[src/rtl/wb_arbiter_2m.sv]
// wb_arbiter_2m
// Two-master, one-slave Wishbone-classic arbiter. Registered round-robin
// arbitration in which each grant carries exactly one transfer, and a
// per-grant wait counter that aborts hung transfers with an error pulse to
// the owning master. The slave side is a purely combinational mux of the
// owner's request lines. The owner is held in registered state, so an
// asynchronous reset drops the bus in the same cycle that reset asserts.
module wb_arbiter_2m #(
  parameter int ADDR_WIDTH     = 32,
  parameter int DATA_WIDTH     = 32,
  parameter int TIMEOUT_CYCLES = 255
) (
  input  logic                  sys_clk,
  input  logic                  rst_n,

  // Master 0 (core side)
  input  logic                  m0_cyc_i,
  input  logic                  m0_stb_i,
  input  logic                  m0_we_i,
  input  logic [ADDR_WIDTH-1:0] m0_addr_i,
  input  logic [DATA_WIDTH-1:0] m0_data_i,
  output logic [DATA_WIDTH-1:0] m0_data_o,
  output logic                  m0_ack_o,
  output logic                  m0_err_o,

  // Master 1 (core side)
  input  logic                  m1_cyc_i,
  input  logic                  m1_stb_i,
  input  logic                  m1_we_i,
  input  logic [ADDR_WIDTH-1:0] m1_addr_i,
  input  logic [DATA_WIDTH-1:0] m1_data_i,
  output logic [DATA_WIDTH-1:0] m1_data_o,
  output logic                  m1_ack_o,
  output logic                  m1_err_o,

  // Shared slave (controller side)
  output logic                  s_cyc_o,
  output logic                  s_stb_o,
  output logic                  s_we_o,
  output logic [ADDR_WIDTH-1:0] s_addr_o,
  output logic [DATA_WIDTH-1:0] s_data_o,
  input  logic [DATA_WIDTH-1:0] s_data_i,
  input  logic                  s_ack_i,

  // Status
  output logic [1:0]            grant_o,
  output logic                  timeout_o
);

  // The state encoding matches grant_o, so grant_o is the state register.
  localparam logic [1:0] ST_IDLE   = 2'b00;
  localparam logic [1:0] ST_GRANT0 = 2'b01;
  localparam logic [1:0] ST_GRANT1 = 2'b10;

  // The counter only has to reach TIMEOUT_CYCLES. It keeps at least one bit
  // so that the disabled configuration (0) still elaborates.
  localparam int              CNT_W      = (TIMEOUT_CYCLES < 2) ? 1 : $clog2(TIMEOUT_CYCLES + 1);
  localparam logic [CNT_W-1:0] CNT_LIMIT = CNT_W'(TIMEOUT_CYCLES);
  localparam logic [CNT_W-1:0] CNT_SAT   = {CNT_W{1'b1}};
  localparam bit               TIMEOUT_EN = (TIMEOUT_CYCLES != 0);

  // last_grant encoding: 0 = master 0 served last, 1 = master 1 served last.
  logic [1:0]       state_q,      state_d;
  logic             last_grant_q, last_grant_d;
  logic [CNT_W-1:0] wait_cnt_q,   wait_cnt_d;
  logic             timeout_q,    timeout_d;

  logic m0_req;
  logic m1_req;
  logic granted;
  logic owner_cyc;
  logic owner_id;
  logic end_ack;
  logic end_abort;
  logic end_timeout;

  assign m0_req = m0_cyc_i & m0_stb_i;
  assign m1_req = m1_cyc_i & m1_stb_i;

  // Classify how the current grant ends. The ack outranks both abort and
  // timeout; an abort outranks a timeout because the master has already
  // left the bus and does not need an error.
  always_comb begin
    // NOTE: every signal gets a default before any branch, so a path that
    // skips an assignment cannot leave a latch holding the old value.
    granted     = 1'b0;
    owner_cyc   = 1'b0;
    owner_id    = 1'b0;
    case (state_q)
      ST_GRANT0: begin
        granted   = 1'b1;
        owner_cyc = m0_cyc_i;
        owner_id  = 1'b0;
      end
      ST_GRANT1: begin
        granted   = 1'b1;
        owner_cyc = m1_cyc_i;
        owner_id  = 1'b1;
      end
      default: ;
    endcase
    end_ack     = granted & s_ack_i;
    end_abort   = granted & ~s_ack_i & ~owner_cyc;
    end_timeout = TIMEOUT_EN & granted & ~s_ack_i & owner_cyc &
                  (wait_cnt_q == CNT_LIMIT);
  end

  // Next-state logic: round-robin arbitration, grant termination and the
  // saturating wait counter.
  always_comb begin
    state_d      = state_q;
    last_grant_d = last_grant_q;
    wait_cnt_d   = wait_cnt_q;
    timeout_d    = timeout_q | end_timeout;

    case (state_q)
      ST_IDLE: begin
        // Clearing here means every entry into a grant starts from zero.
        wait_cnt_d = '0;
        if (m0_req && m1_req) begin
          state_d = last_grant_q ? ST_GRANT0 : ST_GRANT1;
        end else if (m0_req) begin
          state_d = ST_GRANT0;
        end else if (m1_req) begin
          state_d = ST_GRANT1;
        end
      end

      ST_GRANT0, ST_GRANT1: begin
        if (end_ack || end_abort || end_timeout) begin
          state_d      = ST_IDLE;
          last_grant_d = owner_id;
        end else if (wait_cnt_q != CNT_SAT) begin
          wait_cnt_d = wait_cnt_q + CNT_W'(1);
        end
      end

      default: begin
        state_d = ST_IDLE;
      end
    endcase
  end

  // State registers. Reset leaves last_grant pointing at master 1, so
  // master 0 wins the first contention.
  always_ff @(posedge sys_clk or negedge rst_n) begin
    if (!rst_n) begin
      state_q      <= ST_IDLE;
      last_grant_q <= 1'b1;
      wait_cnt_q   <= '0;
      timeout_q    <= 1'b0;
    end else begin
      // NOTE: non-blocking assignments make every register sample the
      // pre-edge values, independent of the statement order.
      state_q      <= state_d;
      last_grant_q <= last_grant_d;
      wait_cnt_q   <= wait_cnt_d;
      timeout_q    <= timeout_d;
    end
  end

  // Slave-side mux: mirror the owner's request lines, and drive all zeros
  // when the bus is idle.
  always_comb begin
    s_cyc_o  = 1'b0;
    s_stb_o  = 1'b0;
    s_we_o   = 1'b0;
    s_addr_o = '0;
    s_data_o = '0;
    case (state_q)
      ST_GRANT0: begin
        s_cyc_o  = m0_cyc_i;
        s_stb_o  = m0_stb_i;
        s_we_o   = m0_we_i;
        s_addr_o = m0_addr_i;
        s_data_o = m0_data_i;
      end
      ST_GRANT1: begin
        s_cyc_o  = m1_cyc_i;
        s_stb_o  = m1_stb_i;
        s_we_o   = m1_we_i;
        s_addr_o = m1_addr_i;
        s_data_o = m1_data_i;
      end
      default: ;
    endcase
  end

  // Master-side returns. Read data is broadcast to both masters, and only
  // the owner's ack or err qualifies it.
  always_comb begin
    m0_ack_o = (state_q == ST_GRANT0) & s_ack_i;
    m1_ack_o = (state_q == ST_GRANT1) & s_ack_i;
    m0_err_o = (state_q == ST_GRANT0) & end_timeout;
    m1_err_o = (state_q == ST_GRANT1) & end_timeout;
  end

  assign m0_data_o = s_data_i;
  assign m1_data_o = s_data_i;
  assign grant_o   = state_q;
  assign timeout_o = timeout_q;

endmodule

[config.mk]
export PLATFORM = sky130hd
export DESIGN_NAME = wb_arbiter_2m
export DESIGN_NICKNAME = d
export VERILOG_FILES = /design/src/rtl/wb_arbiter_2m.sv
export SDC_FILE = /design/constraint.sdc
export NUM_CORES = 1
export LEC_CHECK = 0
export BUFFER_PORTS_ARGS = -buffer_cell sky130_fd_sc_hd__buf_2
export CORE_AREA = 5 5 116 118
export CTS_BUF_LIST = sky130_fd_sc_hd__clkbuf_16
export DETAILED_ROUTE_END_ITERATION = 12
export DIE_AREA = 0 0 121 123
export GPL_ROUTABILITY_DRIVEN = 0
export REMOVE_ABC_BUFFERS = 1
export SLEW_MARGIN = 20
export SYNTH_ARGS = -nofsm -noshare
export SYNTH_HDL_FRONTEND = slang
export SYNTH_SLANG_ARGS = --single-unit
[constraint.sdc]
create_clock -name sys_clk -period 1.9 [get_ports sys_clk]
set_input_delay 0.095 -clock sys_clk [delete_from_list [all_inputs] [get_ports sys_clk]]
set_output_delay 0.095 -clock sys_clk [all_outputs]
set_load 0.02 [all_outputs]
==> Yosys cells after proc, flatten, opt, wreduce, memory -nomap -nowiden <==
Cells that the tools add are included.
Widths: inputs -> output; s select.
{ "word_totals": {"in_bits": 169, "output_inout_bits": 138, "reg_bits": 12} }
{ "classes": {"n_reduce_logical": 9, "n_eq_ne": 8, "n_mux": 16, "addsub": 1, "bitwise": 14} }
{ "op_table": {"columns": ["op", "n"], "rows": [
  ["$pmux 32 s2", 2],
  ["$mux 8", 2],
  ["$pmux 8 s2", 1],
  ["$and 1x1->1", 11],
  ["$mux 2", 5],
  ["$add 8x1->8 const B", 1],
  ["$eq 8x8->1 const B", 1],
  ["$ne 8x8->1 const B", 1],
  ["$pmux 1 s2", 3],
  ["$ne 2x1->1 const B", 2],
  ["$ne 4x4->1 const B", 1],
  ["$pmux 2 s2", 1],
  ["$reduce_and 2->1", 2],
  ["$reduce_and 3->1", 1],
  ["$eq 2x1->1 const B", 1],
  ["$eq 2x2->1 const B", 1],
  ["$logic_not 2->1", 1],
  ["$logic_or 1x1->1", 2],
  ["$mux 1", 2],
  ["$ne 2x2->1 const B", 1],
  ["$not 1->1", 2],
  ["$reduce_bool 2->1", 1],
  ["$reduce_or 2->1", 1],
  ["$logic_and 1x1->1", 1],
  ["$or 1x1->1", 1]
]} }

==> Depth between registers and ports, before layout <==
Gate-level depths: netlist (run 1).
{ "depth": {"word_depth": 9, "mapped_depth": 8} }

==> Least setup slack after synthesis (run 1) <==
OpenSTA, ideal clock, no wires.
{ "synth_timing": {"path_kind": "reg2out", "from": "register state_q[0] (netlist: grant_o[0])", "to": "output port s_data_o[11]", "t_arrival_ns": 1.967, "stages_incl_launch_ff": 7, "setup_slack_ns": -0.162, "path_cell_list": "dfrtp_1 -> inv_1 -> ha_1 -> clkbuf_1 -> buf_1 -> clkbuf_1 -> nor2b_1"} }
{ "synth_between": {"elab_chain_cells": 2, "word_cells_on_any_way": 3} }
{ "synth_lines": {"columns": ["item", "line_no", "source"], "rows": [
  ["start, declared", "63", "logic [1:0] state_q, state_d;"],
  ["start signal, assigned", "155", "state_q <= state_d;"],
  ["$eq 2x2->1 or $eq 2x1->1 (tied branches)", "170", "case (state_q)"],
  ["$pmux 32 s2 (*)", "170", null],
  ["end, declared", "41", "output logic [DATA_WIDTH-1:0] s_data_o,"]
]} }
Mark *: on every way between the ends. The rest lies on a longest branch, timed or not.

==> Final worst setup path (run 1) <==
{ "layout_timing": {"from": "register state_q[0] (netlist: grant_o[0])", "to": "register wait_cnt_q[3]"} }
{ "layout_between": {"elab_chain_cells": 9, "word_cells_on_any_way": 19} }
{ "layout_lines": {"columns": ["item", "line_no", "source"], "rows": [
  ["$eq 2x1->1 or $eq 2x2->1 (tied branches)", "89, 116", null],
  ["$reduce_or 2->1 (no source line)", null, null],
  ["$mux 1", "89", "case (state_q)"],
  ["$and 1x1->1", "103, 104", null],
  ["$and 1x1->1, on equally long branches", "104, 103", null],
  ["$and 1x1->1 or $logic_or 1x1->1 (tied branches)", "104, 130", null],
  ["$logic_or 1x1->1", "130", "if (end_ack || end_abort || end_timeout) begin"],
  ["$ne 2x2->1 (no source line)", null, null],
  ["$reduce_and 3->1 (no source line)", null, null],
  ["end signal, assigned", "157", "wait_cnt_q <= wait_cnt_d;"],
  ["end, declared", "65", "logic [CNT_W-1:0] wait_cnt_q, wait_cnt_d;"]
]} }
Several ways; a longest one is shown, not always the timed one.
A chain may end at the register's enable or synchronous reset.

==> results.yml, run 1 <==
sta:
  period_needed_ns: 1.88
  hold_viol: 0
  finalSetupTns_ns: 0
  rsz0062_at_grt: "yes"
  setup_violations: 0
  clock.fmax_mhz: 532
  tightest_slew_ns: 0.389
  slew_headroom_pct: 74.1
  skew_ns: 0.00485
  slew_violations: 0
  min_period_over_period_pct: 98.9
synthesis:
  async_reset_ff_share_pct: 100
  synth_area_leaders: "a22oi_1 (22%), buf_4 (21%), nor2b_1 (19%), dfrtp_1 (12%), clkbuf_1 (3.6%)"
  ys_ff_latch: 12
  synthCells: 305
  synth_most_common_cell: "nor2b_1"
  synth.distinct_cells: 40
  yosys_warnings: 0
  synth_ff_type: "dfrtp_1"
  yosysTopAreaCellShare_pct: 21.7
  synth_commonest_cells: "nor2b_1 (69), a22oi_1 (66), buf_4 (64)"
  synth_edf_count: 0
  mappedNetlistArea_sq_um: 2290
  synth_top_cell_by_area: "a22oi_1"
  synth_area_per_cell_sq_um: 7.50
  synth_seq_area_share_pct: 13.2
global_routing:
  grt_first_pass_wirelength_um: 19800
  antenna_found_initial: 0
  grt_max_degree: 39
  track_usage_pct: 18.5
  grt_pass1_vias: 2756
  grt_overflow: 0
route:
  drt_iter0_markers: 137
  routed_wl_um: 15000
  drt_first_pass_iters: 4
  wire_per_inst_um: 24.0
  antenna_left: 0
  avgViaCountPerCell: 4.60
  drcViolationCount: 0
  num_vias: 2879
power_and_ir_drop:
  swShare_pct: 52.2
  peakVddDrop_v: 0.000529
  power_w: 0.00481
  pwr-share-seq_pct: 7.4
  p_int_w: 0.00230
  pwr-share-comb_pct: 84.3
  p_leak_nw: 1.70
  power_density_nw_per_um2: 1410
  switchingPower_w: 0.00251
  p_clk_share_pct: 8.3
floorplanning:
  die-height_um: 123
  coreArea_sq_um: 12400
  die-area_sq_um: 14900
  die_w_um: 121
  initial_core_util_pct: 18.5
  ios: 307
  rows: 41
finish:
  final_nets: 629
  n_antenna_cell: 0
  final_cells: 626
  fill_cells: 1392
  syn_to_final_growth_pct: 49.0
  drive_above_1_share_pct: 57.3
placed_design:
  io_buffer_count: 210
  dpl.cell_count: 614
  dp_hpwl_um: 12700
clocking:
  cts_buffer_depth: 2
  cts-root-buf: "clkbuf_16"
  htree_levels: 1
  cts_tree: "done"
  cts_buffers: 3
  worstSkewPairLatency_ns: 0.25
  clock-sinks: 12
  cts.clk_slew.worst_paths_ns: 0.04
worst_setup_path:
  critical_path.max_fanout: 5
  crit_type: "reg2reg"
  r2r-start: "grant_o[0]"
  cp.required_ns: 2.02
  regToRegSetupSlack_ns: 0.02
  reg2reg_depth: 7
  critPathCaptureType: "flip-flop"
  cp.arrival_ns: 2.00
  r2r_end: "wait_cnt_q[3]"
  start_kind: "flip-flop"
status:
  status: "complete, no violations"
hold_path:
  hold_path.class: "in2out"
  hp-start: "s_data_i[24]"
  min_path_cells: 0
  min_to: "m1_data_o[24]"
job:
  maxCapViolCount: 0
routing by layer:
metal	part of all wire (%)	vias to the layer above	track usage, %
met5	0.41	-	4.51
met4	3.4	2	5.81
met3	20	17	14.7
met2	41	228	26.4
met1	36	1311	20.8
li1	-	1321	-
critical path, stage by stage (launching register included):
cell and delay [ns]:
dfrtp_2 0.41, buf_4 0.14, ha_4 0.17, a22oi_2 0.35, buf_4 0.20, a211oi_2 0.05
buf_4 0.16, a221o_1 0.29
power by group through the flow:
stage | combinational (W) | clock [W] | sequential (W)
final | 0.00405 | 0.000398 | 0.000355
after global routing | 0.00439 | 0.000415 | 0.000359
after CTS | 0.00402 | 0.000404 | 0.000350
after detailed placement | 0.00381 | 0 | 0.000365
after global placement | 0.00380 | 0 | 0.000362
after floorplan | 0.00226 | 0 | 0.000382
layout by cell type (no fill, tap or decap), drive strengths merged, types with 2 or more instances in the layout:
cell type,synthesis,final
buf,68,231
nor2b,69,69
a22oi,67,67
nand2,14,14
dfrtp,11,11
clkbuf,22,6
nand3,5,5
ha,5,5
and2,4,4
nor2,3,3
mux2,3,3
inv,3,3
nor4,3,3
a211o,2,2
o311ai,2,2
a211oi,2,2
nand3b,2,2
o211ai,2,2
worst max-delay path by stage:
stage,start,end,slack (ns),cells after the start
final,grant_o[0],wait_cnt_q[3],0.02,7
after global routing,grant_o[1],m0_err_o,-0.05,6
after CTS,grant_o[1],m1_err_o,0.003,7
after detailed placement,grant_o[1],grant_o[0],-0.09,6
after global placement,grant_o[1],grant_o[0],-0.02,6
after floorplan,grant_o[1],grant_o[0],-1.27,6
registers in the layout, indices dropped and copies added (netlist names):
register      flops
wait_cnt_q        8
grant_o           2
timeout_o         1
last_grant_q      1
stage by stage:
step / utilization [%] / cell area (sq um) / worst slack, ns / hold slack [ns]
after floorplan: - / 1710 / -1.27 / -0.201
after global placement: 25.4 / 3150 / -0.0197 / -0.00703
after detailed placement: 25.4 / 3150 / -0.0900 / -0.00457
after CTS: 27.0 / 3340 / 0.00253 / 0.190
after global routing: 27.6 / 3410 / -0.0536 / 0.190
final: 27.6 / 3410 / 0.0207 / 0.190
repair_timing:
item / 4_1_cts / 5_1_grt
hold buffers: 1 / 0
setup buffers: 7 / 1
pin swaps: 2 / 3
endpoints found under the setup margin: 47 / 21
hold endpoints to repair: 12 / 0
gates resized for setup: 11 / 18
logic make-up (layout without fill, tap and decap cells):
kind of cell	after synthesis	after routing	share of synthesized area [%]
multiplexers	4	4	1.91
AO/OA/AOI/OAI	84	84	28.6
buffers and inverters	93	242	25.9
adder cells (fa/ha/maj)	5	5	2.74
flip-flops	12	12	13.2
AND/OR/NAND/NOR	107	107	27.7
area by class of cell:
class | count | area, sq um | area share [%]
Multi-Input combinational cell | 200 | 1490 | 43.7
Timing Repair Buffer | 235 | 1310 | 38.5
Sequential cell | 12 | 303 | 8.89
Tap cell | 172 | 215 | 6.32
Clock buffer | 3 | 75.1 | 2.20
Inverter | 3 | 11.3 | 0.331
Clock inverter | 1 | 3.75 | 0.110
Note: power is estimated with default switching activity, not from simulation.
==> inputs of run 2 (changes only) <==
Settings changed: CTS_BUF_LIST sky130_fd_sc_hd__clkbuf_16 to sky130_fd_sc_hd__clkbuf_4 sky130_fd_sc_hd__clkbuf_8 sky130_fd_sc_hd__clkbuf_16.
==> run 2 against run 1 <==
Against the previous run:
- combinational power is essentially flat
- fmax grew 0.38%
- cell count is the same
- critical endpoint is now grant_o[0]
- highest routed layer unchanged
==> results.yml, run 2 (same netlist as run 1, synthesis figures left out) <==
route:
  antenna_left: 0
  num_vias: 2899
  drt_first_pass_iters: 4
  drcViolationCount: 0
  drt_iter0_markers: 136
  routed_wl_um: 15100
  wire_per_inst_um: 24.0
  avgViaCountPerCell: 4.63
job:
  maxCapViolCount: 0
global_routing:
  grt_pass1_vias: 2754
  track_usage_pct: 18.6
  grt_max_degree: 39
  grt_overflow: 0
  grt_first_pass_wirelength_um: 19900
  antenna_found_initial: 0
finish:
  ff_latch_area_sq_um: 303
  drive_above_1_share_pct: 57.5
  layout_common_cells: "buf_2 (203), a22oi_1 (66), nor2b_1 (63), buf_4 (22), nand2_1 (14)"
  final_nets: 629
  largest_register: "wait_cnt_q"
  multi_input_area_sq_um: 1490
  n_antenna_cell: 0
  final_common_cell: "buf_2"
  final_cells: 626
  fill_cells: 1388
  syn_to_final_growth_pct: 49.4
  largest_reg_flops: 8
worst_setup_path:
  critPathCaptureType: "flip-flop"
  regToRegSetupSlack_ns: 0.03
  cp-startpoint: "grant_o[0]"
  cp.required_ns: 2.02
  critical_path.max_fanout: 5
  start_kind: "flip-flop"
  cp.arrival_ns: 1.99
  reg2reg_depth: 6
  crit_type: "reg2reg"
  crit_end: "grant_o[0]"
  r2r-start: "grant_o[0]"
  r2r_end: "grant_o[0]"
sta:
  rsz0062_at_grt: "yes"
  tightest_slew_ns: 0.389
  slew_headroom_pct: 74.1
  holdWs_ns: 0.190
  clock.fmax_mhz: 534
  slew_violations: 0
  hold_viol: 0
  min_period_over_period_pct: 98.5
  finalWorstSetupSlack_ns: 0.0278
  period_needed_ns: 1.87
  skew_ns: 0.00385
  setup_violations: 0
placed_design:
  dpl.cell_count: 614
  io_buffer_count: 210
  dp_hpwl_um: 12700
  dpl_worst_slack_ns: -0.0900
hold_path:
  hold_path.class: "in2out"
floorplanning:
  die_w_um: 121
  ios: 307
  die-area_sq_um: 14900
  coreArea_sq_um: 12400
  die-height_um: 123
  initial_core_util_pct: 18.5
  rows: 41
power_and_ir_drop:
  p_leak_nw: 1.70
  power_density_nw_per_um2: 1420
  peakVddDrop_v: 0.000533
status:
  status: "complete, no violations"
clocking:
  htree_levels: 1
  clock-sinks: 12
  cts_tree: "done"
  worstSkewPairLatency_ns: 0.24
  cts.clk_slew.worst_paths_ns: 0.04
  cts-root-buf: "clkbuf_16"
  cts_buffer_depth: 2
  cts_buffers: 3
run 2: worst max-delay path, stage by stage (launching register included):
cell and delay (ns):
dfrtp_2 0.41, buf_4 0.14, ha_4 0.17, a22oi_2 0.35, a211oi_2 0.11, a32o_1 0.26
mux2_1 0.31
run 2: how the worst min path moves through the flow:
stage	startpoint	end	slack (ns)	cells past startpoint
2_1_floorplan	rst_n	grant_o[0]	-0.20	0
3_3_place_gp	rst_n	wait_cnt_q[7]	-0.007	1
3_5_place_dp	rst_n	wait_cnt_q[7]	-0.005	1
4_1_cts	s_data_i[24]	m1_data_o[24]	0.19	0
5_1_grt	s_data_i[24]	m1_data_o[24]	0.19	0
6_report	s_data_i[24]	m1_data_o[24]	0.19	0
run 2: what timing repair did:
| action | 4_1_cts | 5_1_grt |
|---|---|---|
| hold buffers | 1 | 0 |
| setup buffers | 7 | 1 |
| endpoints found under the hold margin | 12 | 0 |
| gates resized for setup | 11 | 18 |
| endpoints found under the setup margin | 47 | 21 |
| pin swaps | 2 | 3 |
run 2: final cells by class:
type	instances	area share [%]
Clock buffer	4	2.60
Multi-Input combinational cell	200	43.5
Inverter	3	0.330
Timing Repair Buffer	235	38.4
Tap cell	172	6.30
Sequential cell	12	8.86
run 2: routing by layer:
| layer | global-route usage, % | up-vias | share of wire, % |
|---|---|---|---|
| met3 | 14.7 | 17 | 19 |
| met4 | 5.81 | 2 | 3.4 |
| li1 | - | 1325 | - |
| met2 | 26.3 | 228 | 41 |
| met5 | 4.51 | - | 0.41 |
| met1 | 20.8 | 1327 | 36 |
run 2: power by group:
part | switching (W) | internal, W | leakage, nW | total (W)
logic | 0.00235 | 0.00170 | 1.50 | 0.00405
clock network | 0.000120 | 0.000319 | 0.0442 | 0.000439
registers | 0.0000385 | 0.000317 | 0.157 | 0.000355
total | 0.00251 | 0.00234 | 1.70 | 0.00485
run 2: stage by stage:
step / power (W) / setup TNS, ns / utilization (%) / instance area (sq um)
after floorplan: 0.00264 / -58.85 / - / 1710
final: 0.00485 / 0 / 27.6 / 3420
after global placement: 0.00416 / -0.0197 / 25.4 / 3150
after CTS: 0.00481 / 0 / 27.1 / 3350
after detailed placement: 0.00417 / -0.134 / 25.4 / 3150
after global routing: 0.00520 / -0.186 / 27.6 / 3420
